===== src/rtl/stk_pipe_wb_mc.sv =====
// Multi-context stack write-back stage: commits PUSH/POP/CLR per context, issues RAM writes,
// and returns responses through a 2-entry queue. Optional per-context error counters: STK_PIPE_WB_MC_ERR_CNT_EN.
module stk_pipe_wb_mc #(
    parameter  int W     = 32,
    parameter  int NCTX  = 4,
    parameter  int DEPTH = 16,
    localparam int CTX_W = (NCTX > 1) ? $clog2(NCTX) : 1,
    localparam int AW    = $clog2(DEPTH),
    localparam int CW    = $clog2(DEPTH + 1)
) (
    input  logic                  clk,
    input  logic                  arst_n,
    input  logic                  in_vld,
    output logic                  in_rdy,
    input  logic [CTX_W-1:0]      in_ctx,
    input  logic [1:0]            in_op,
    input  logic [W-1:0]          in_dat,
    input  logic [W-1:0]          in_rd_dat,
    output logic [NCTX*CW-1:0]    ptr_o,
    output logic                  mem_wr_en,
    output logic [CTX_W+AW-1:0]   mem_wr_addr,
    output logic [W-1:0]          mem_wr_dat,
    output logic                  rsp_vld,
    input  logic                  rsp_rdy,
    output logic [CTX_W-1:0]      rsp_ctx,
    output logic [W-1:0]          rsp_dat,
    output logic                  rsp_err,
    output logic [NCTX*8-1:0]     err_cnt_o
);

    typedef enum logic [1:0] {
        OP_NOP  = 2'b00,
        OP_PUSH = 2'b01,
        OP_POP  = 2'b10,
        OP_CLR  = 2'b11
    } op_e;

    typedef struct packed {
        logic [CTX_W-1:0] ctx;
        logic [W-1:0]     dat;
        logic             err;
    } rsp_t;

    op_e             op;
    logic [CW-1:0]   ptr [NCTX];
    logic [CW-1:0]   ptr_cur;
    logic [CW-1:0]   ptr_nxt;
    logic            acc;
    logic            enq;
    logic            deq;
    logic            do_wr;
    rsp_t            new_rsp;
    rsp_t            q0;
    rsp_t            q1;
    logic [1:0]      cnt;
    logic [1:0]      cnt_nxt;

    assign op = op_e'(in_op);

    always_comb begin
        ptr_cur = '0;
        for (int unsigned c = 0; c < NCTX; c++)
            if (c == 32'(in_ctx)) ptr_cur = ptr[c];
    end

    always_comb begin
        acc     = in_vld & in_rdy;
        enq     = acc & (op != OP_NOP);
        do_wr   = 1'b0;
        ptr_nxt = ptr_cur;
        new_rsp = '{ctx: in_ctx, dat: '0, err: 1'b0};
        unique case (op)
            OP_PUSH: begin
                new_rsp.dat = in_dat;
                if (ptr_cur == CW'(DEPTH)) begin
                    new_rsp.err = 1'b1;
                end else begin
                    do_wr   = acc;
                    ptr_nxt = ptr_cur + CW'(1);
                end
            end
            OP_POP: begin
                if (ptr_cur == '0) begin
                    new_rsp.err = 1'b1;
                end else begin
                    new_rsp.dat = in_rd_dat;
                    ptr_nxt     = ptr_cur - CW'(1);
                end
            end
            OP_CLR: begin
                new_rsp.dat = W'(ptr_cur);
                ptr_nxt     = '0;
            end
            default: ;
        endcase
    end

    always_ff @(posedge clk or negedge arst_n) begin
        if (!arst_n) begin
            for (int unsigned c = 0; c < NCTX; c++) ptr[c] <= '0;
        end else if (enq) begin
            for (int unsigned c = 0; c < NCTX; c++)
                if (c == 32'(in_ctx)) ptr[c] <= ptr_nxt;
        end
    end

    always_comb begin
        ptr_o = '0;
        for (int unsigned c = 0; c < NCTX; c++) ptr_o[c*CW +: CW] = ptr[c];
    end

    always_ff @(posedge clk or negedge arst_n) begin
        if (!arst_n) begin
            mem_wr_en   <= 1'b0;
            mem_wr_addr <= '0;
            mem_wr_dat  <= '0;
        end else begin
            mem_wr_en <= do_wr;
            if (do_wr) begin
                mem_wr_addr <= {in_ctx, ptr_cur[AW-1:0]};
                mem_wr_dat  <= in_dat;
            end
        end
    end

    // Head entry drives rsp_*; in_rdy is the registered "not full" of the next occupancy.
    assign deq     = (cnt != 2'd0) & rsp_rdy;
    assign cnt_nxt = cnt + {1'b0, enq} - {1'b0, deq};

    always_ff @(posedge clk or negedge arst_n) begin
        if (!arst_n) begin
            cnt    <= '0;
            q0     <= '0;
            q1     <= '0;
            in_rdy <= 1'b1;
        end else begin
            cnt    <= cnt_nxt;
            in_rdy <= (cnt_nxt != 2'd2);
            if (deq) begin
                q0 <= enq ? new_rsp : q1;
            end else if (enq) begin
                if (cnt == 2'd0) q0 <= new_rsp;
                else             q1 <= new_rsp;
            end
        end
    end

    assign rsp_vld = (cnt != 2'd0);
    assign rsp_ctx = q0.ctx;
    assign rsp_dat = q0.dat;
    assign rsp_err = q0.err;

`ifdef STK_PIPE_WB_MC_ERR_CNT_EN
    logic [7:0] err_cnt [NCTX];

    always_ff @(posedge clk or negedge arst_n) begin
        if (!arst_n) begin
            for (int unsigned c = 0; c < NCTX; c++) err_cnt[c] <= '0;
        end else if (enq) begin
            for (int unsigned c = 0; c < NCTX; c++) begin
                if (c == 32'(in_ctx)) begin
                    if (op == OP_CLR)
                        err_cnt[c] <= '0;
                    else if (new_rsp.err && (err_cnt[c] != '1))
                        err_cnt[c] <= err_cnt[c] + 8'd1;
                end
            end
        end
    end

    always_comb begin
        err_cnt_o = '0;
        for (int unsigned c = 0; c < NCTX; c++) err_cnt_o[c*8 +: 8] = err_cnt[c];
    end
`else
    assign err_cnt_o = '0;
`endif

endmodule


===== config.mk =====
export PLATFORM = sky130hd
export DESIGN_NAME = stk_pipe_wb_mc
export DESIGN_NICKNAME = d
export VERILOG_FILES = /design/src/rtl/stk_pipe_wb_mc.sv
export SDC_FILE = /design/constraint.sdc
export NUM_CORES = 1
export LEC_CHECK = 0
export ABC_AREA = 1
export ABC_CLOCK_PERIOD_IN_PS = 3400
export BUFFER_PORTS_ARGS = -buffer_cell sky130_fd_sc_hd__buf_2
export CELL_PAD_IN_SITES_DETAIL_PLACEMENT = 0
export CELL_PAD_IN_SITES_GLOBAL_PLACEMENT = 1
export CORE_ASPECT_RATIO = 1.5
export CORE_MARGIN = 1.5
export CORE_UTILIZATION = 40
export CTS_CLUSTER_SIZE = 20
export DETAILED_ROUTE_END_ITERATION = 8
export MAX_ROUTING_LAYER = met4
export PLACE_DENSITY_LB_ADDON = 0.1
export SYNTH_ARGS = -nofsm -noshare
export SYNTH_HDL_FRONTEND = slang
export SYNTH_SLANG_ARGS = --single-unit
export TNS_END_PERCENT = 30

===== constraint.sdc =====
create_clock -name clk -period 3.4 [get_ports clk]
set_clock_uncertainty 0.15 [all_clocks]
set_input_delay 0.68 -clock clk [delete_from_list [all_inputs] [get_ports clk]]
set_output_delay 0.68 -clock clk [all_outputs]
set_load 0.01 [all_outputs]

After elaboration in Yosys (flattened, before gate mapping)
Index checks and enable logic that the tools add are counted.
{"block": "word_totals", "input_bits": 72, "out_inout_bits": 128, "elab_cells": 63, "register_bits": 132}
{"block": "classes", "bitwise_logic": 5, "mux": 18, "n_eq_ne": 8, "add_sub_neg": 4, "n_reduce_logical": 13}
{"op": "35-bit two-way mux", "count": 4}
{"op": "32-bit case mux with 3 select lines", "count": 1}
{"op": "32-bit two-way mux", "count": 1}
{"op": "5-bit two-way mux", "count": 6}
{"op": "5-bit case mux with 3 select lines", "count": 1}
{"op": "2-bit AND reduction", "count": 5}
{"op": "2-bit nonzero test", "count": 4}
{"op": "5-bit by 1-bit adder with 5-bit output, second input constant", "count": 1}
{"op": "5-bit == test, second input constant", "count": 1}
{"op": "5-bit zero test", "count": 1}
{"op": "5-bit by 1-bit subtractor with 5-bit output, second input constant", "count": 1}
{"op": "2-bit == test, first input constant", "count": 2}
{"op": "2-bit == test, second input constant", "count": 2}
{"op": "2-bit zero test", "count": 2}
{"op": "1-bit two-way mux", "count": 4}
{"op": "1-bit bitwise AND", "count": 3}
{"op": "3-bit AND reduction", "count": 1}
{"op": "2-bit by 1-bit adder with 2-bit output", "count": 1}
{"op": "1-bit by 2-bit == test with 1-bit output, first input constant", "count": 1}
{"op": "2-bit by 1-bit == test with 1-bit output, second input constant", "count": 1}
{"op": "2-bit != test, second input constant", "count": 1}
{"op": "1-bit inverter", "count": 2}
{"op": "1-bit case mux with 2 select lines", "count": 1}
{"op": "2-bit by 1-bit subtractor with 2-bit output", "count": 1}

Logic depth before layout (Yosys ltp)
Gate-level depths: netlist of the first run.
{"block": "depth", "ltp_word": 11, "depth_mapped": 18}

Worst setup path after synthesis of the first run
No wires, ideal clock.
{"block": "synth_timing", "path_kind": "input -> register", "startpoint": "input port in_ctx[0]", "endpoint": "register q0 (netlist bit rsp_dat[17])", "required_time_ns": 3.134, "path_stages": 16, "arrival_ns": 2.387, "setup_slack_ns": 0.747, "path_cell_list": "buf_6 -> nor2_2 -> nand2_1 -> a21oi_1 -> ha_1 -> inv_1 -> nor2_4 -> nand3_2 -> buf_6 -> buf_12 -> nand3_2 -> nand2_1 -> nand2_1 -> nand2_1 -> nand2_1 -> nand2_1"}
{"block": "synth_via", "elab_chain_cells": 11}
{"item": "start: declaration", "line": "15", "rtl": "input logic [CTX_W-1:0] in_ctx,"}
{"item": "2-bit zero test", "line": "63", "rtl": "if (c == 32'(in_ctx)) ptr_cur = ptr[c];"}
{"item": "5-bit two-way mux (3 in series)", "line": "63"}
{"item": "5-bit two-way mux *", "line": "63"}
{"item": "5-bit zero test *", "line": "83", "rtl": "if (ptr_cur == '0) begin"}
{"item": "32-bit two-way mux *", "line": "83"}
{"item": "32-bit case mux with 3 select lines *", "line": "72", "rtl": "unique case (op)"}
{"item": "35-bit two-way mux", "line": "142", "rtl": "if (cnt == 2'd0) q0 <= new_rsp;"}
{"item": "35-bit two-way mux", "line": "141", "rtl": "end else if (enq) begin"}
{"item": "35-bit two-way mux *", "line": "139", "rtl": "if (deq) begin"}
{"item": "end signal: assignment", "line": "140", "rtl": "q0 <= enq ? new_rsp : q1;"}
{"item": "end signal: assignment", "line": "142"}
{"item": "end: declaration", "line": "53", "rtl": "rsp_t q0;"}
Every way passes the cells marked *; elsewhere a longest branch is shown, timed or not. The select of a mux whose other input is x is not followed.
A chain may end at the register's enable or synchronous reset.

Worst setup path after layout of the first run
{"block": "layout_timing", "startpoint": "input port in_ctx[1]", "endpoint": "register mem_wr_addr[4]"}
{"block": "layout_via", "elab_chain_cells": 8}
{"item": "2-bit zero test", "line": "63"}
{"item": "5-bit two-way mux (3 in series)", "line": "63"}
{"item": "5-bit two-way mux *", "line": "63"}
{"item": "5-bit == test *", "line": "75", "rtl": "if (ptr_cur == CW'(DEPTH)) begin"}
{"item": "1-bit two-way mux *", "line": "75"}
{"item": "1-bit two-way mux *", "line": "72"}
{"item": "end signal: assignment", "line": "120", "rtl": "mem_wr_addr <= {in_ctx, ptr_cur[AW-1:0]};"}
{"item": "end: declaration", "line": "21", "rtl": "output logic [CTX_W+AW-1:0] mem_wr_addr,"}
Every way passes the cells marked *; elsewhere a longest branch is shown, timed or not.

==> flow_summary.yaml, run 1 <==
finish:
  diodes: 0
  layout.cells.non_filler: 1292
  area_delta_synth_final_pct: 21.7
  final_nets: 1149
  drive_above_1_share: 0.233
floorplanning:
  die_x_um: 110
  die_y_um: 164
  placement_rows: 58
  ios: 200
  core_area_um2: 16800
  start_util: 0.409
  dieArea_um2: 18000
placed_design:
  place_congestion: 0.870
  hpwl_um: 14400
  portBuffers: 167
  placed_cells: 1260
yosys:
  yosysSeqAreaShare: 0.479
  yosysUniqueCellTypes: 35
  synth_edf_count: 0
  syn_area_um2: 6890
  syn_inst: 914
  yosys.area.top_type_share: 0.475
  netlist_top_cells_area: "dfrtp_1 (48%), nand2_1 (22%), nor2_1 (4.7%)"
  synthFlopType: "dfrtp_1"
  syn_avg_cell_area_um2: 7.54
  synth_warnings: 0
  synth_common_cells: "nand2_1 (408), dfrtp_1 (131), nor2_1 (86)"
  yosysMostFrequentCell: "nand2_1"
  yosys.area.top_type: "dfrtp_1"
  async_flop_share: 1.00
  synth-seq-cells: 132
critical_path:
  end_kind: "register"
  crit_type: "primary input to register"
  worstPathMaxFanout: 48
  reg2reg_depth: 13
  r2r-start: "ptr_o[1]"
  required_ns: 3.56
  crit_start: "in_ctx[1]"
  arrival_ns: 2.99
  critPathLaunchType: "primary input"
power:
  p_per_area_nw_per_um2: 865
  power.leakage_nw: 4.75
  ir_drop_v: 0.000410
cts:
  cts_buffers: 17
  clkTransAtPathRegs_ns: 0.06
  hold_buffers: 0
  h-tree-depth: 4
  cts_setup_buffers: 0
  cts_resized: 0
  clk_latency_ns: 0.41
  cts.sinks: 132
  cts_tree: "done"
  clockRootBuffer: "clkbuf_16"
  clk_path_buf_depth: 2
timing:
  rsz0062_at_grt: "false"
  min_period_over_period: 0.835
  worstMarginPinSlew_ns: 0.660
  maxSlewViolCount: 0
  hold_violations: 0
  setup_viol: 0
  period_needed_ns: 2.84
  relSlewSlack: 0.560
  timing.fmax_ghz: 0.352
  tns_ns: 0
routing:
  wl_um: 20200
  via_per_inst: 4.77
  drt-initial-drc-count: 333
  first_pass_iters: 4
  drt_drc_violations_left: 0
  wl_per_cell_um: 15.6
  vias: 6158
  antenna_left: 0
grt:
  grt_pass1_vias: 5826
  overflow: 0
  grt_pass1_wl_um: 30900
  grt_usage: 0.234
  grt_max_degree: 67
  antenna_found_initial: 0
worst_hold_path:
  hp-class: "primary input to async pin"
status:
  status: "complete, no violations"
flow_run:
  max_cap_violations: 0
## worst max-delay path, stage by stage
cell     delay (ns)
buf_2          0.21
inv_1          0.16
nor2_2         0.17
nand2_1        0.09
a21oi_1        0.28
ha_1           0.31
inv_1          0.10
nor2_4         0.15
nand3_2        0.09
nand2_1        0.12
nor2_2         0.06
inv_2          0.07
buf_12         0.22
nand2_1        0.11
o21ai_1        0.14
## cells by family (layout without fill, tap and decap cells)
logic type / after synthesis / after routing / synth area share
compound gates: 77 / 77 / 0.0586
xor+xnor: 3 / 3 / 0.00381
fa+ha+maj: 8 / 8 / 0.0145
buf+inv: 117 / 254 / 0.0938
flops: 132 / 132 / 0.479
other cells: 1 / 32 / 0.000544
simple gates: 576 / 576 / 0.349
## stage by stage
step | cell area [um2] | util | worst slack [ns] | power (W) | hold WS [ns]
6_report | 8390 | 0.498 | 0.561 | 0.00726 | 0.101
5_1_grt | 8390 | 0.498 | 0.367 | 0.00779 | 0.152
4_1_cts | 8390 | 0.498 | 0.582 | 0.00735 | 0.131
3_5_place_dp | 7800 | 0.463 | 0.153 | 0.00550 | 0.303
3_3_place_gp | 7800 | 0.463 | 0.244 | 0.00547 | 0.299
2_1_floorplan | 7010 | - | 0.747 | 0.00440 | 0.234
## final timing paths
kind	to	slack, ns
max	mem_wr_addr[4]	0.56
min	q1[20]	0.10
max reg2reg	mem_wr_addr[4]	0.80
min reg2reg	mem_wr_dat[28]	0.31
max in group asynchronous	mem_wr_dat[8]	2.24
min in group clk	mem_wr_dat[28]	0.31
## registers in the layout, summed over array words and instances (netlist names), 2 cells and up
| signal | flops |
|---|---|
| cnt | 2 |
| mem_wr_addr | 6 |
| mem_wr_dat | 32 |
| ptr_o | 20 |
| q1 | 35 |
| rsp_ctx | 2 |
| rsp_dat | 32 |
## metal layers
metal,share of wire,track usage,vias to the layer above
li1,-,-,3110
met1,0.41,0.271,2882
met4,0.013,0.0589,0
met5,0,-,-
met3,0.040,0.0385,18
met2,0.53,0.416,148
## layout by cell type, fill, tap and decap left out, drive strengths merged
cell type    n
nand2      416
buf        181
dfrtp      131
nor2        91
nand3       58
o21ai       53
inv         42
conb        32
clkbuf      20
a21oi       14
ha           8
nand4        7
clkinv       6
o22ai        4
a31oi        4
clkinvlp     3
or2          3
xor2         2
bufinv       2
xnor2        1
a22oi        1
nand3b       1
o21bai       1
dfstp        1
## layout make-up
type | count | area, um2
clock buffers | 20 | 457
clock inverters | 12 | 129
fillers | 1757 | 8450
inverters | 41 | 154
multi-input cells | 696 | 3080
flip-flops and latches | 132 | 3300
well taps | 210 | 263
repair buffers | 181 | 997
## report_power, final
part           switching [W]  internal (W)
logic                0.00170       0.00103
clock network       0.000701       0.00112
registers           0.000427       0.00228
total                0.00283       0.00443
(Power assumes the default switching activity.)
==> inputs of run 2 (changes only) <==
Settings changed: ABC_CLOCK_PERIOD_IN_PS 3400 to 2400, CORE_UTILIZATION 40 to 34.
Clock period 3.4 ns to 2.4 ns, I/O delays scaled along.
==> run 2 against run 1 <==
- first-iteration DRC count decreased by 9.9%
- setup slack got worse by 0.29 ns
- total power increased by 47%
- cell area increased by 5.7%
- via count increased by 2.9%
- sequential power increased by 42%
- cell count increased by 7.1%
- utilization decreased by 5.2 points
- critical path depth decreased by 1
- worst hold slack improved by 0.023 ns
- wire length increased by 5.4%
- flip-flop and latch count unchanged
==> flow_summary.yaml, run 2 (synthesis results as in run 1) <==
status:
  status: "complete, no violations"
routing:
  via_per_inst: 4.58
  wl_um: 21200
  wl_per_cell_um: 15.3
  vias: 6336
  drt_drc_violations_left: 0
  antenna_left: 0
  drt-initial-drc-count: 300
  first_pass_iters: 5
critical_path:
  end_kind: "register"
  r2r_slack_ns: 0.27
  max_stage_delay_ns: 0.40
  r2r_end: "ptr_o[0]"
  cp_slowest_cell: "dfrtp_1"
  critPathLaunchType: "register"
  arrival_ns: 2.30
  reg2reg_depth: 14
  worstPathMaxFanout: 4
  cp-endpoint: "ptr_o[0]"
  crit_start: "ptr_o[1]"
  r2r-start: "ptr_o[1]"
  path_cells: "o21ai_0 -> nand2_1 -> a21oi_2 -> ha_2 -> inv_1 -> nor2_4 -> nand3_2 -> nand2_1 -> buf_4 -> nand2_1 -> nand3_1 -> nand2_2 -> nand2_1 -> nand2_1"
  path_common_cell: "nand2_1"
  crit_type: "register to register"
  required_ns: 2.56
placed_design:
  portBuffers: 167
  place_congestion: 0.840
  placed_area_um2: 8240
  hpwl_um: 15600
finish:
  n_fill_cell: 2144
  fin_area_um2: 8870
  drive_above_1_share: 0.262
  top_register: "q1"
  mostFrequentLayoutCell: "nand2_1"
  final_nets: 1190
  final_util: 0.446
  mostFrequentLayoutCells: "nand2_1 (407), buf_2 (166), dfrtp_1 (131)"
  largest_register_ffs: 35
  area_delta_synth_final_pct: 28.6
grt:
  met3_usage: 0.0360
  overflow: 0
  antenna_found_initial: 1
  use_met1: 0.241
  grtUsageMet2: 0.381
  grt_pass1_wl_um: 33500
  grt_max_degree: 63
  grt_usage: 0.212
  grt_pass1_vias: 6252
  gr-max-usage-layer: "met2"
floorplanning:
  die_x_um: 119
  start_util: 0.347
  ios: 200
  core_area_um2: 19900
  die_y_um: 177
  placement_rows: 63
  dieArea_um2: 21200
timing:
  tns_ns: 0
  period_needed_ns: 2.13
  timing.hold.ws_ns: 0.124
  hold_violations: 0
  rsz0062_at_grt: "false"
  setup_viol: 0
  maxSlewViolCount: 0
  min_period_over_period: 0.889
  timing.fmax_ghz: 0.469
flow_run:
  max_cap_violations: 0
power:
  ir_drop_v: 0.000512
  power.leakage_nw: 4.99
  p_per_area_nw_per_um2: 1210
cts:
  clk_latency_ns: 0.42
  cts.sinks: 132
  cts_tree: "done"
  cts_setup_buffers: 0
  cts_resized: 0
  clockRootBuffer: "clkbuf_16"
  clk_path_buf_depth: 2
  cts_buffers: 17
  hold_buffers: 1
  clkTransAtPathRegs_ns: 0.06
  h-tree-depth: 4
worst_hold_path:
  hp-class: "primary input to register"
==> run 2: worst max-delay path, delay by kind of cell (launching register included) <==
family	cells	cell delay, ns
compound gates	2	0.31
buf+inv	2	0.18
simple gates	9	0.81
flops	1	0.40
fa+ha+maj	1	0.19
==> run 2: layout make-up <==
cell class | count | area (um2) | area share
Antenna cell | 1 | 2.50 | 0.000282
Clock buffer | 19 | 433 | 0.0488
Clock inverter | 13 | 181 | 0.0205
Inverter | 41 | 154 | 0.0174
Multi-Input combinational cell | 696 | 3100 | 0.349
Sequential cell | 132 | 3300 | 0.373
Tap cell | 260 | 325 | 0.0367
Timing Repair Buffer | 222 | 1370 | 0.155
==> run 2: worst min-delay path by stage <==
stage | from | to | slack [ns] | cells after the start
after global placement | arst_n | mem_wr_dat[21] | 0.29 | 1
after CTS | in_dat[11] | mem_wr_dat[11] | 0.11 | 3
after detailed placement | arst_n | mem_wr_dat[21] | 0.28 | 1
after floorplan | arst_n | cnt[0] | 0.03 | 0
final | in_dat[11] | mem_wr_dat[11] | 0.12 | 3
after global routing | in_dat[18] | mem_wr_dat[18] | 0.12 | 3
==> run 2: through the flow <==
step           setup WS, ns  cells  total power (W)
3_3_place_gp         -0.118   1350          0.00802
2_1_floorplan        0.0142    945          0.00625
6_report              0.267   1384           0.0107
5_1_grt              0.0371   1384           0.0115
4_1_cts               0.251   1383           0.0109
3_5_place_dp         -0.152   1350          0.00804
==> run 2: power by group <==
group | switching, W | total, W | internal (W)
Combinational | 0.00243 | 0.00410 | 0.00167
Sequential | 0.000606 | 0.00384 | 0.00324
Clock | 0.00101 | 0.00275 | 0.00174
Total | 0.00405 | 0.0107 | 0.00664
==> run 2: per-layer routing <==
metal  up-vias  share of wire
li1       3185              -
met1      2971           0.42
met2       157           0.53
met3        23          0.037
met4         0          0.015
met5         -              0
==> inputs of run 3 (changes only) <==
Settings changed: ABC_CLOCK_PERIOD_IN_PS 2400 to 1750, BUFFER_PORTS_ARGS -buffer_cell sky130_fd_sc_hd__buf_2 to -buffer_cell sky130_fd_sc_hd__buf_4.
Clock period 2.4 ns to 1.75 ns, I/O delays scaled along.
==> run 3 against run 2 <==
- the run now ends with negative setup slack left
- register-to-register slack lost 0.65 ns
- worst hold slack lost 0.11 ns
- total power rose by 51%
- via count grew 5.7%
- cell area increased by 17%
- utilization rose by 7.4 points
- clock-buffer cell count increased by 1
==> flow_summary.yaml, run 3 (synthesis results as in run 1) <==
grt:
  grt_pass1_vias: 6567
  antenna_found_initial: 0
  grt_max_degree: 67
  grt_pass1_wl_um: 34800
  grt_usage: 0.220
  overflow: 0
finish:
  fin_area_um2: 10300
  mostFrequentLayoutCells: "nand2_1 (368), buf_4 (259), dfrtp_1 (131)"
  mostFrequentLayoutCell: "nand2_1"
  final_nets: 1279
  top_register: "q1"
  final_util: 0.521
  largest_register_ffs: 35
  diodes: 0
  area_delta_synth_final_pct: 50.0
  n_fill_cell: 2019
  drive_above_1_share: 0.341
cts:
  clkTransAtPathRegs_ns: 0.06
  h-tree-depth: 4
  cts_buffers: 17
  clockRootBuffer: "clkbuf_16"
  clk_latency_ns: 0.42
  cts.sinks: 132
  cts_tree: "done"
  clk_path_buf_depth: 2
floorplanning:
  placement_rows: 63
  die_x_um: 119
  core_area_um2: 19900
  dieArea_um2: 21200
  die_y_um: 177
  start_util: 0.347
  ios: 200
power:
  ir_drop_v: 0.000654
  p_per_area_nw_per_um2: 1560
  p_comb_frac: 0.448
  totalPowerFinal_w: 0.0162
  power.net_switching_w: 0.00592
  pwr-share-clk: 0.222
  seqPwrFrac: 0.331
  power.leakage_nw: 5.60
  p_int_w: 0.0102
  swShare: 0.366
critical_path:
  critPathLaunchType: "register"
  crit_type: "register to register"
  max_stage_delay_ns: 0.40
  cp_slowest_cell: "dfrtp_1"
  path_cells: "o21ai_2 -> nand2_2 -> a21oi_2 -> ha_2 -> inv_2 -> nor2_4 -> buf_6 -> nand3_4 -> nand2_4 -> nor2_4 -> clkinv_4 -> buf_12 -> clkbuf_16 -> nand2_2 -> o21ai_1"
  required_ns: 1.94
  arrival_ns: 2.32
  end_kind: "register"
  worstPathMaxFanout: 6
routing:
  first_pass_iters: 5
  vias: 6695
  via_per_inst: 4.55
  antenna_left: 0
  wl_per_cell_um: 15.2
  drt-initial-drc-count: 266
  drt_drc_violations_left: 0
  wl_um: 22400
worst_hold_path:
  hp-class: "primary input to register"
flow_run:
  max_cap_violations: 0
timing:
  rsz0062_at_grt: "true"
  timing.hold.ws_ns: 0.0174
  setup_viol: 126
  hold_violations: 0
  period_needed_ns: 2.13
  timing.fmax_ghz: 0.470
  maxSlewViolCount: 0
  min_period_over_period: 1.22
  finalWorstSetupSlack_ns: -0.378
placed_design:
  place_congestion: 0.858
  portBuffers: 167
  placed_area_um2: 9060
  hpwl_um: 16200
status:
  status: "complete, but fails checks"
  violations: "negative setup slack"
## run 3: changes by cell type in the layout (fill, tap and decap cells not counted), sizes merged
cell	before	now
buf	221	282
bufinv	4	2
clkbuf	19	23
clkinv	6	7
clkinvlp	2	4
diode	1	0
dlygate4sd3	1	26
inv	42	40
## run 3: final timing paths
| check | start | to | slack (ns) | cells past startpoint |
|---|---|---|---|---|
| worst max-delay path | ptr_o[1] | mem_wr_addr[4] | -0.38 | 15 |
| worst max register to register | ptr_o[1] | mem_wr_addr[4] | -0.38 | 15 |
| worst min register to register | mem_wr_dat[15] | mem_wr_dat[15] | 0.32 | 2 |
| max in group asynchronous | arst_n | mem_wr_addr[1] | 0.55 | 3 |
| worst min-delay path | in_dat[1] | mem_wr_dat[1] | 0.02 | 3 |
| min in group asynchronous | arst_n | mem_wr_dat[23] | 0.27 | 2 |
## run 3: what timing repair did
action,CTS,global route
pin swaps,10,8
resized for setup,29,46
gates cloned,2,3
hold buffers,26,0
setup buffers,6,5
hold endpoints to repair,60,0
setup endpoints to repair,128,131
## run 3: power by group through the flow
| stage | registers (W) | logic (W) | clock network (W) |
|---|---|---|---|
| global route | 0.00551 | 0.00801 | 0.00380 |
| floorplan | 0.00566 | 0.00292 | 0 |
| detailed placement | 0.00531 | 0.00685 | 0 |
| global placement | 0.00529 | 0.00683 | 0 |
| finish | 0.00535 | 0.00723 | 0.00358 |
| CTS | 0.00530 | 0.00711 | 0.00365 |
## run 3: worst max-delay path: cells and delay by family (launching register included)
kind | cells | cell delay [ns]
buffers and inverters | 5 | 0.51
AND/OR/NAND/NOR | 6 | 0.41
flip-flops | 1 | 0.40
AO/OA/AOI/OAI | 3 | 0.36
adder cells (fa/ha/maj) | 1 | 0.21
## run 3: final cells by class
class,count,area (um2),area share
clock inverter,12,128,0.0123
timing repair buffer,311,2670,0.258
sequential,132,3300,0.320
inverter,41,159,0.0154
clock buffer,20,467,0.0451
multi-input combinational,696,3290,0.318
tap,260,325,0.0315
## run 3: per-layer routing
metal | track usage | vias to the layer above | wire (um)
li1 | - | 3357 | -
met1 | 0.245 | 3150 | 9070
met2 | 0.396 | 161 | 12100
met3 | 0.0395 | 27 | 850
met4 | 0.0743 | 0 | 433
met5 | - | - | 0
## run 3: stage by stage
| stage | worst slack, ns | TNS [ns] | cells |
|---|---|---|---|
| global placement | -0.576 | -56.59 | 1401 |
| CTS | -0.376 | -36.03 | 1466 |
| global route | -0.506 | -53.19 | 1472 |
| detailed placement | -0.610 | -60.77 | 1401 |
| floorplan | -0.389 | -32.56 | 945 |
| finish | -0.378 | -35.65 | 1472 |
